===== config.mk =====
export PLATFORM = sky130hd
export DESIGN_NAME = sobel_edge_detect_flat
export DESIGN_NICKNAME = d
export VERILOG_FILES = /design/src/rtl/sobel_edge_detect_if.sv /design/src/rtl/sobel_edge_detect.sv /design/src/flat_wrapper.sv
export SDC_FILE = /design/constraint.sdc
export NUM_CORES = 1
export LEC_CHECK = 0
export BUFFER_PORTS_ARGS = -buffer_cell sky130_fd_sc_hd__buf_2
export CAP_MARGIN = 20
export CORE_MARGIN = 8
export CORE_UTILIZATION = 60
export DETAILED_ROUTE_END_ITERATION = 8
export PLACE_DENSITY_LB_ADDON = 0.15
export SLEW_MARGIN = 20
export SYNTH_ARGS = -nofsm -noshare
export SYNTH_HDL_FRONTEND = slang
export SYNTH_SLANG_ARGS = --single-unit

===== constraint.sdc =====
create_clock -name clock -period 4.3 [get_ports clock]
set_input_delay 0.43 -clock clock [delete_from_list [all_inputs] [get_ports clock]]
set_output_delay 0.43 -clock clock [all_outputs]
set_load 0.1 [all_outputs]

===== src/rtl/sobel_edge_detect_if.sv =====
// rtl/sobel_edge_detect_if.sv - pixel stream in/out signal bundle for sobel_edge_detect
interface sobel_edge_detect_if;
  logic       per_frame_vsync;
  logic       per_frame_href;
  logic       per_frame_clken;
  logic [7:0] row1_data;
  logic [7:0] row2_data;
  logic [7:0] row3_data;
  logic       post_frame_vsync;
  logic       post_frame_href;
  logic       post_frame_clken;
  logic [7:0] post_img_mag;
  logic [7:0] post_img_bit;

  modport master (
    output per_frame_vsync, per_frame_href, per_frame_clken,
    output row1_data, row2_data, row3_data,
    input  post_frame_vsync, post_frame_href, post_frame_clken,
    input  post_img_mag, post_img_bit
  );

  modport slave (
    input  per_frame_vsync, per_frame_href, per_frame_clken,
    input  row1_data, row2_data, row3_data,
    output post_frame_vsync, post_frame_href, post_frame_clken,
    output post_img_mag, post_img_bit
  );
endinterface


===== src/rtl/sobel_edge_detect.sv =====
// rtl/sobel_edge_detect.sv - 3x3 Sobel gradient magnitude with edge threshold, 4-clock pipeline
// Stages: window shift, Gx/Gy, |Gx|+|Gy|, saturate/threshold with border forcing.
module sobel_edge_detect #(
  parameter logic [10:0] THRESHOLD  = 11'd40,
  parameter int          LINE_CNT_W = 11
) (
  input logic                clock,
  input logic                sys_rst_n,
  sobel_edge_detect_if.slave bus
);

  logic [7:0] p11, p12, p13;
  logic [7:0] p21, p22, p23;
  logic [7:0] p31, p32, p33;

  always_ff @(posedge clock or negedge sys_rst_n) begin
    if (!sys_rst_n) begin
      {p11, p12, p13} <= '0;
      {p21, p22, p23} <= '0;
      {p31, p32, p33} <= '0;
    end else if (!bus.per_frame_href) begin
      {p11, p12, p13} <= '0;
      {p21, p22, p23} <= '0;
      {p31, p32, p33} <= '0;
    end else if (bus.per_frame_clken) begin
      {p11, p12, p13} <= {p12, p13, bus.row1_data};
      {p21, p22, p23} <= {p22, p23, bus.row2_data};
      {p31, p32, p33} <= {p32, p33, bus.row3_data};
    end
  end

  logic [LINE_CNT_W-1:0] col_cnt;
  logic [LINE_CNT_W-1:0] row_cnt;
  logic                  href_d;

  always_ff @(posedge clock or negedge sys_rst_n) begin
    if (!sys_rst_n) begin
      col_cnt <= '0;
      row_cnt <= '0;
      href_d  <= 1'b0;
    end else begin
      href_d <= bus.per_frame_href;
      if (!bus.per_frame_href)
        col_cnt <= '0;
      else if (bus.per_frame_clken && col_cnt != '1)
        col_cnt <= col_cnt + 1'b1;
      if (!bus.per_frame_vsync)
        row_cnt <= '0;
      else if (href_d && !bus.per_frame_href && row_cnt != '1)
        row_cnt <= row_cnt + 1'b1;
    end
  end

  // Counters still hold the index of the pixel being accepted on this clock.
  logic border_in;
  assign border_in = ~bus.per_frame_href
                   | (col_cnt < LINE_CNT_W'(2))
                   | (row_cnt < LINE_CNT_W'(2));

  logic [9:0] gx_pos, gx_neg, gy_pos, gy_neg;

  always_comb begin
    gx_pos = 10'(p13) + {1'b0, p23, 1'b0} + 10'(p33);
    gx_neg = 10'(p11) + {1'b0, p21, 1'b0} + 10'(p31);
    gy_pos = 10'(p11) + {1'b0, p12, 1'b0} + 10'(p13);
    gy_neg = 10'(p31) + {1'b0, p32, 1'b0} + 10'(p33);
  end

  logic signed [10:0] gx, gy;
  logic        [10:0] abs_gx, abs_gy;
  logic        [10:0] mag;

  always_comb begin
    abs_gx = gx[10] ? 11'(-gx) : 11'(gx);
    abs_gy = gy[10] ? 11'(-gy) : 11'(gy);
  end

  logic [3:0] vsync_s, href_s, clken_s;
  logic [2:0] border_s;
  logic [7:0] mag_out, bit_out;

  always_ff @(posedge clock or negedge sys_rst_n) begin
    if (!sys_rst_n) begin
      gx       <= '0;
      gy       <= '0;
      mag      <= '0;
      vsync_s  <= '0;
      href_s   <= '0;
      clken_s  <= '0;
      border_s <= '0;
      mag_out  <= '0;
      bit_out  <= '0;
    end else begin
      gx       <= $signed({1'b0, gx_pos} - {1'b0, gx_neg});
      gy       <= $signed({1'b0, gy_pos} - {1'b0, gy_neg});
      mag      <= abs_gx + abs_gy;
      vsync_s  <= {vsync_s[2:0], bus.per_frame_vsync};
      href_s   <= {href_s[2:0], bus.per_frame_href};
      clken_s  <= {clken_s[2:0], bus.per_frame_clken};
      border_s <= {border_s[1:0], border_in};
      // Results only move when a strobe reaches the output, so gaps hold the last value.
      if (clken_s[2]) begin
        if (border_s[2]) begin
          mag_out <= 8'd0;
          bit_out <= 8'h00;
        end else begin
          mag_out <= (mag > 11'd255) ? 8'd255 : mag[7:0];
          bit_out <= (mag > THRESHOLD) ? 8'hFF : 8'h00;
        end
      end
    end
  end

  assign bus.post_frame_vsync = vsync_s[3];
  assign bus.post_frame_href  = href_s[3];
  assign bus.post_frame_clken = clken_s[3];
  assign bus.post_img_mag     = mag_out;
  assign bus.post_img_bit     = bit_out;

endmodule


===== src/flat_wrapper.sv =====
// flat-port wrapper written by rule: the top's interface ports become plain ports
module sobel_edge_detect_flat 
#(
  parameter logic [10:0] THRESHOLD  = 11'd40,
  parameter int          LINE_CNT_W = 11
)
  (clock, sys_rst_n, bus_per_frame_vsync, bus_per_frame_href, bus_per_frame_clken, bus_row1_data, bus_row2_data, bus_row3_data, bus_post_frame_vsync, bus_post_frame_href, bus_post_frame_clken, bus_post_img_mag, bus_post_img_bit);
  sobel_edge_detect_if bus_i ();
  input logic clock;
  input logic sys_rst_n;
  input wire logic [$bits(bus_i.per_frame_vsync)-1:0] bus_per_frame_vsync;
  input wire logic [$bits(bus_i.per_frame_href)-1:0] bus_per_frame_href;
  input wire logic [$bits(bus_i.per_frame_clken)-1:0] bus_per_frame_clken;
  input wire logic [$bits(bus_i.row1_data)-1:0] bus_row1_data;
  input wire logic [$bits(bus_i.row2_data)-1:0] bus_row2_data;
  input wire logic [$bits(bus_i.row3_data)-1:0] bus_row3_data;
  output wire logic [$bits(bus_i.post_frame_vsync)-1:0] bus_post_frame_vsync;
  output wire logic [$bits(bus_i.post_frame_href)-1:0] bus_post_frame_href;
  output wire logic [$bits(bus_i.post_frame_clken)-1:0] bus_post_frame_clken;
  output wire logic [$bits(bus_i.post_img_mag)-1:0] bus_post_img_mag;
  output wire logic [$bits(bus_i.post_img_bit)-1:0] bus_post_img_bit;
  assign bus_i.per_frame_vsync = bus_per_frame_vsync;
  assign bus_i.per_frame_href = bus_per_frame_href;
  assign bus_i.per_frame_clken = bus_per_frame_clken;
  assign bus_i.row1_data = bus_row1_data;
  assign bus_i.row2_data = bus_row2_data;
  assign bus_i.row3_data = bus_row3_data;
  assign bus_post_frame_vsync = bus_i.post_frame_vsync;
  assign bus_post_frame_href = bus_i.post_frame_href;
  assign bus_post_frame_clken = bus_i.post_frame_clken;
  assign bus_post_img_mag = bus_i.post_img_mag;
  assign bus_post_img_bit = bus_i.post_img_bit;
  sobel_edge_detect #(.THRESHOLD(THRESHOLD), .LINE_CNT_W(LINE_CNT_W)) u_core (.clock(clock), .sys_rst_n(sys_rst_n), .bus(bus_i));
endmodule

After elaboration in Yosys (flattened, before gate mapping)
Index checks and enable logic that the tools add are counted.

Input bits: 29. Register bits after elaboration: 159. Output and inout port bits: 19.

Bitwise gates (word level): 3. Muxes and demuxes: 28. Magnitude comparators: 4. Equality and inequality tests: 5. Reductions and logical operators: 4. Add/subtract/negate cells: 15.

Operator list (number): 8-bit two-way mux (22); 11-bit two-way mux (6); 10-bit by 8-bit adder with 10-bit output (4); 8-bit by 9-bit adder with 10-bit output (4); 11-bit by 1-bit adder with 11-bit output (second input constant) (2); 11-bit by 2-bit less-than comparator with 1-bit output (second input constant) (2); 11-bit != test (second input constant) (2); 11-bit negation (2); 10-bit by 10-bit subtractor with 11-bit output (2); 11-bit adder (1); 11-bit by 6-bit > comparator with 1-bit output (second input constant) (1); 11-bit by 8-bit > comparator with 1-bit output (second input constant) (1); 2-bit by 1-bit != test with 1-bit output (second input constant) (3); 1-bit logical AND (3); 1-bit bitwise OR (2); 1-bit logical NOT (1); 1-bit NOT (1).

Logic depth before layout (Yosys ltp)
Depth after elaboration: 5. Gate-level depth with buffers: 15. Gate-level depth less buffers: 15.

Worst setup path after synthesis
Ideal clock, no wire load.

Kind: register to register. Start: register u_core.p33[2]. End: register u_core.gy[10]. Path slack: 0.776 ns. Stages on the path, launching flop included: 13. Data arrival time: 3.460 ns. Library setup time: 0.065 ns. Clock period less this slack: 3.524 ns. Cell sequence: dfrtp_1 -> inv_1 -> fa_1 -> fa_1 -> inv_1 -> fa_1 -> inv_1 -> ha_1 -> a21o_1 -> a21oi_1 -> o211ai_1 -> a2111oi_0 -> or3_1.

Longest elaborated chain between the ends: 2.

Ends and longest elaborated chain: start, declared (line sobel_edge_detect.sv:14) `logic [7:0] p31, p32, p33;`; start signal, assigned (line sobel_edge_detect.sv:28) `{p31, p32, p33} <= {p32, p33, bus.row3_data};`; 10-bit by 8-bit adder with 10-bit output (line sobel_edge_detect.sv:66) `gy_neg = 10'(p31) + {1'b0, p32, 1'b0} + 10'(p33);`; 10-bit by 10-bit subtractor with 11-bit output (line sobel_edge_detect.sv:95) `gy <= $signed({1'b0, gy_pos} - {1'b0, gy_neg});`; end signal, assigned (line sobel_edge_detect.sv:95); end, declared (line sobel_edge_detect.sv:69) `logic signed [10:0] gx, gy;`.

Every way passes these cells. A chain may end at the register's enable or synchronous reset.

Worst setup path after layout
Ends and elaborated chain as after synthesis.

==> out/qor.yml <==
path_class: "register to register"
io_buffers: 47
avgSynthCellArea_um2: 10.8
cp_slowest_cell: "fa_1"
crit_path_end_kind: "register"
start_kind: "register"
post_cts_buffers: 0
dp.cells: 1061
cts_tree: "done"
cts_root_buf: "clkbuf_16"
netlist_instances: 856
initial_core_util_pct: 61.0
drc: 0
grt_usage_pct: 18.7
instances_no_fill: 1093
drv_cap: 0
async_reset_ff_share_pct: 100
cp_max_fo: 4
yosys_warnings: 0
multi_input_area_um2: 4740
fillers: 1173
core_area_um2: 15100
synth_top_area_share_pct: 41.1
path_clk_slew_ns: 0.06
drtPass1Iterations: 4
fin_crit_ns: 3.82
antenna_cells: 0
first_global_vias: 6366
p_per_area_nw_per_um2: 572
grt_max_degree: 99
slew_violations: 0
grt-ovfl-total: 0
post_drt_via_cell_ratio: 5.37
hpwl_um: 12600
wl_per_cell_um: 15.6
cts_buffers: 17
syn_area_um2: 9200
hold_violations: 0
crit_arrival_ns: 4.18
synth.largest_area_cell: "dfrtp_1"
clockBufferDepth: 2
final_nets: 1022
fp.dieW_um: 140
clock_skew_ns: 0.00662
worstHoldPathType: "primary input to asynchronous set/reset pin"
rsz0062_at_grt: "false"
cts_htree_levels: 4
syn_nets: 986
vdd_drop_max_uv: 419
critical_path.cell_chain: "inv_1, fa_1, fa_1, inv_1, fa_1, inv_1, ha_1, a21o_1, a21oi_1, o211ai_1, a2111oi_0, or3_1"
antenna_found_initial: 0
drtAntennaViolNets: 0
gp_congestion: 0.868
drt-total-wl_um: 17100
setup_tns_ns: 0
via_count: 5872
regArea_um2: 3780
ctsHoldBuffers: 0
max_freq_mhz: 262
rows: 45
slowest_delay_ns: 0.59
clk_latency_ns: 0.42
r2r_slack_ns: 0.48
cts_resized: 0
area_growth_pct: 10.4
drt_iter0_drc: 271
layout-drive-gt1-share_pct: 10.7
cts.sinks: 151
setup_viol: 0
outcome: "finished, final reports clean"
grt_pass1_wl_um: 29900
period_share_pct: 88.8
worst_hold_slack_ns: 0.0804
relSlewSlack_pct: 42.9
die_area_um2: 19600
synthDistinctLibCells: 51
synth_seq_cells: 151
ys.flop_type: "dfrtp_1"
layout_commonest_cell: "dfrtp_1"
final_cell_mix: "dfrtp_1, inv_1, nor2b_1, mux2i_1, fa_1"
seq_area_frac_synth_pct: 41.1
die_height_um: 140
io_pins: 48
p_leak_nw: 4.82
synth_edf_count: 0
worstMarginPinSlew_ns: 0.857
synth.area.top_cells: "dfrtp_1, fa_1, mux2i_1"
required_ns: 4.66
==> path summary, 6_finish.rpt <==
kind	cells after the start	endpoint	start
min in group clock	1	u_core.vsync_s[0]	bus_per_frame_vsync
worst max-delay path	12	u_core.gy[10]	u_core.p33[2]
worst min register to register	0	u_core.href_s[2]	u_core.href_s[1]
worst max register to register	12	u_core.gy[10]	u_core.p33[2]
worst min-delay path	1	u_core.bus.post_img_bit[6]	sys_rst_n
max in group asynchronous	2	u_core.p12[3]	sys_rst_n
==> cell families (layout without fill, tap and decap cells) <==
family	after synthesis	count (layout)	synth area share, %
flip-flops	151	151	41.1
AO/OA/AOI/OAI	78	78	5.63
buffers and inverters	175	224	7.44
adder cells (fa/ha/maj)	101	101	18.9
multiplexers	82	82	9.04
XOR/XNOR	47	47	4.47
AND/OR/NAND/NOR	222	222	13.5
==> synth_stat cells, drive strengths merged, types with 2 or more instances <==
cell type and n:
ha 38, nor3 7, nor4 4, a21boi 3, or3 7, and2 11, and3 3, nor3b 2
nor2b 80, a31oi 3, o21a 5, nor2 43, or4bb 2, a21oi 14, o31ai 4, fa 63
nand2 27, clkbuf 21, and3b 2, nand3 13, xor2 5, nand3b 2, o211ai 4, and4 3
a2111oi 2, o41ai 6, nand2b 5, xnor2 42, a21o 5, o21ai 22, buf 13, o2111ai 2
nand4 5, dfrtp 151, inv 141, mux2 9, or4 4, mux2i 73
==> report_power, final <==
part,switching (W),internal [W],total [W]
logic,0.00133,0.00114,0.00247
registers,0.000183,0.00165,0.00183
clock network,0.000622,0.000887,0.00151
==> final cells by class <==
type                            instances  area share, %
Tap cell                              188           2.32
Timing Repair Buffer                   51           2.70
Clock buffer                           18           4.32
Inverter                              141           5.21
Sequential cell                       151           37.2
Multi-Input combinational cell        530           46.7
Clock inverter                         14           1.60
==> flip-flops by register name, summed over array words and instances (netlist names), 11 cells and up <==
signal / cells
u_core.gy: 11
u_core.gx: 11
u_core.mag: 11
u_core.row_cnt: 11
u_core.col_cnt: 11
==> worst max-delay path, delay by kind of cell (launching register included) <==
family	cells	cell delay [ns]
flops	1	0.41
fa+ha+maj	4	1.91
compound gates	4	1.06
simple gates	1	0.17
buf+inv	3	0.20
==> through the flow <==
| stage | setup slack, ns | total power (W) | area (um2) | utilization (%) |
|---|---|---|---|---|
| after floorplan | 0.776 | 0.00379 | 9200 | - |
| after global placement | 0.657 | 0.00420 | 9560 | 63.3 |
| after detailed placement | 0.515 | 0.00431 | 9560 | 63.3 |
| after CTS | 0.511 | 0.00585 | 10200 | 67.3 |
| after global routing | 0.252 | 0.00623 | 10200 | 67.3 |
| final | 0.481 | 0.00581 | 10200 | 67.3 |
==> metal layers <==
| metal | wire [um] | up-vias | global-route usage (%) |
|---|---|---|---|
| met2 | 8420 | 106 | 31.5 |
| met1 | 7700 | 2912 | 23.1 |
| li1 | - | 2825 | - |
| met3 | 550 | 29 | 4.17 |
| met4 | 393 | 0 | 7.43 |
| met5 | 0 | - | 0 |
No activity file was read; power rests on OpenSTA's default activity.
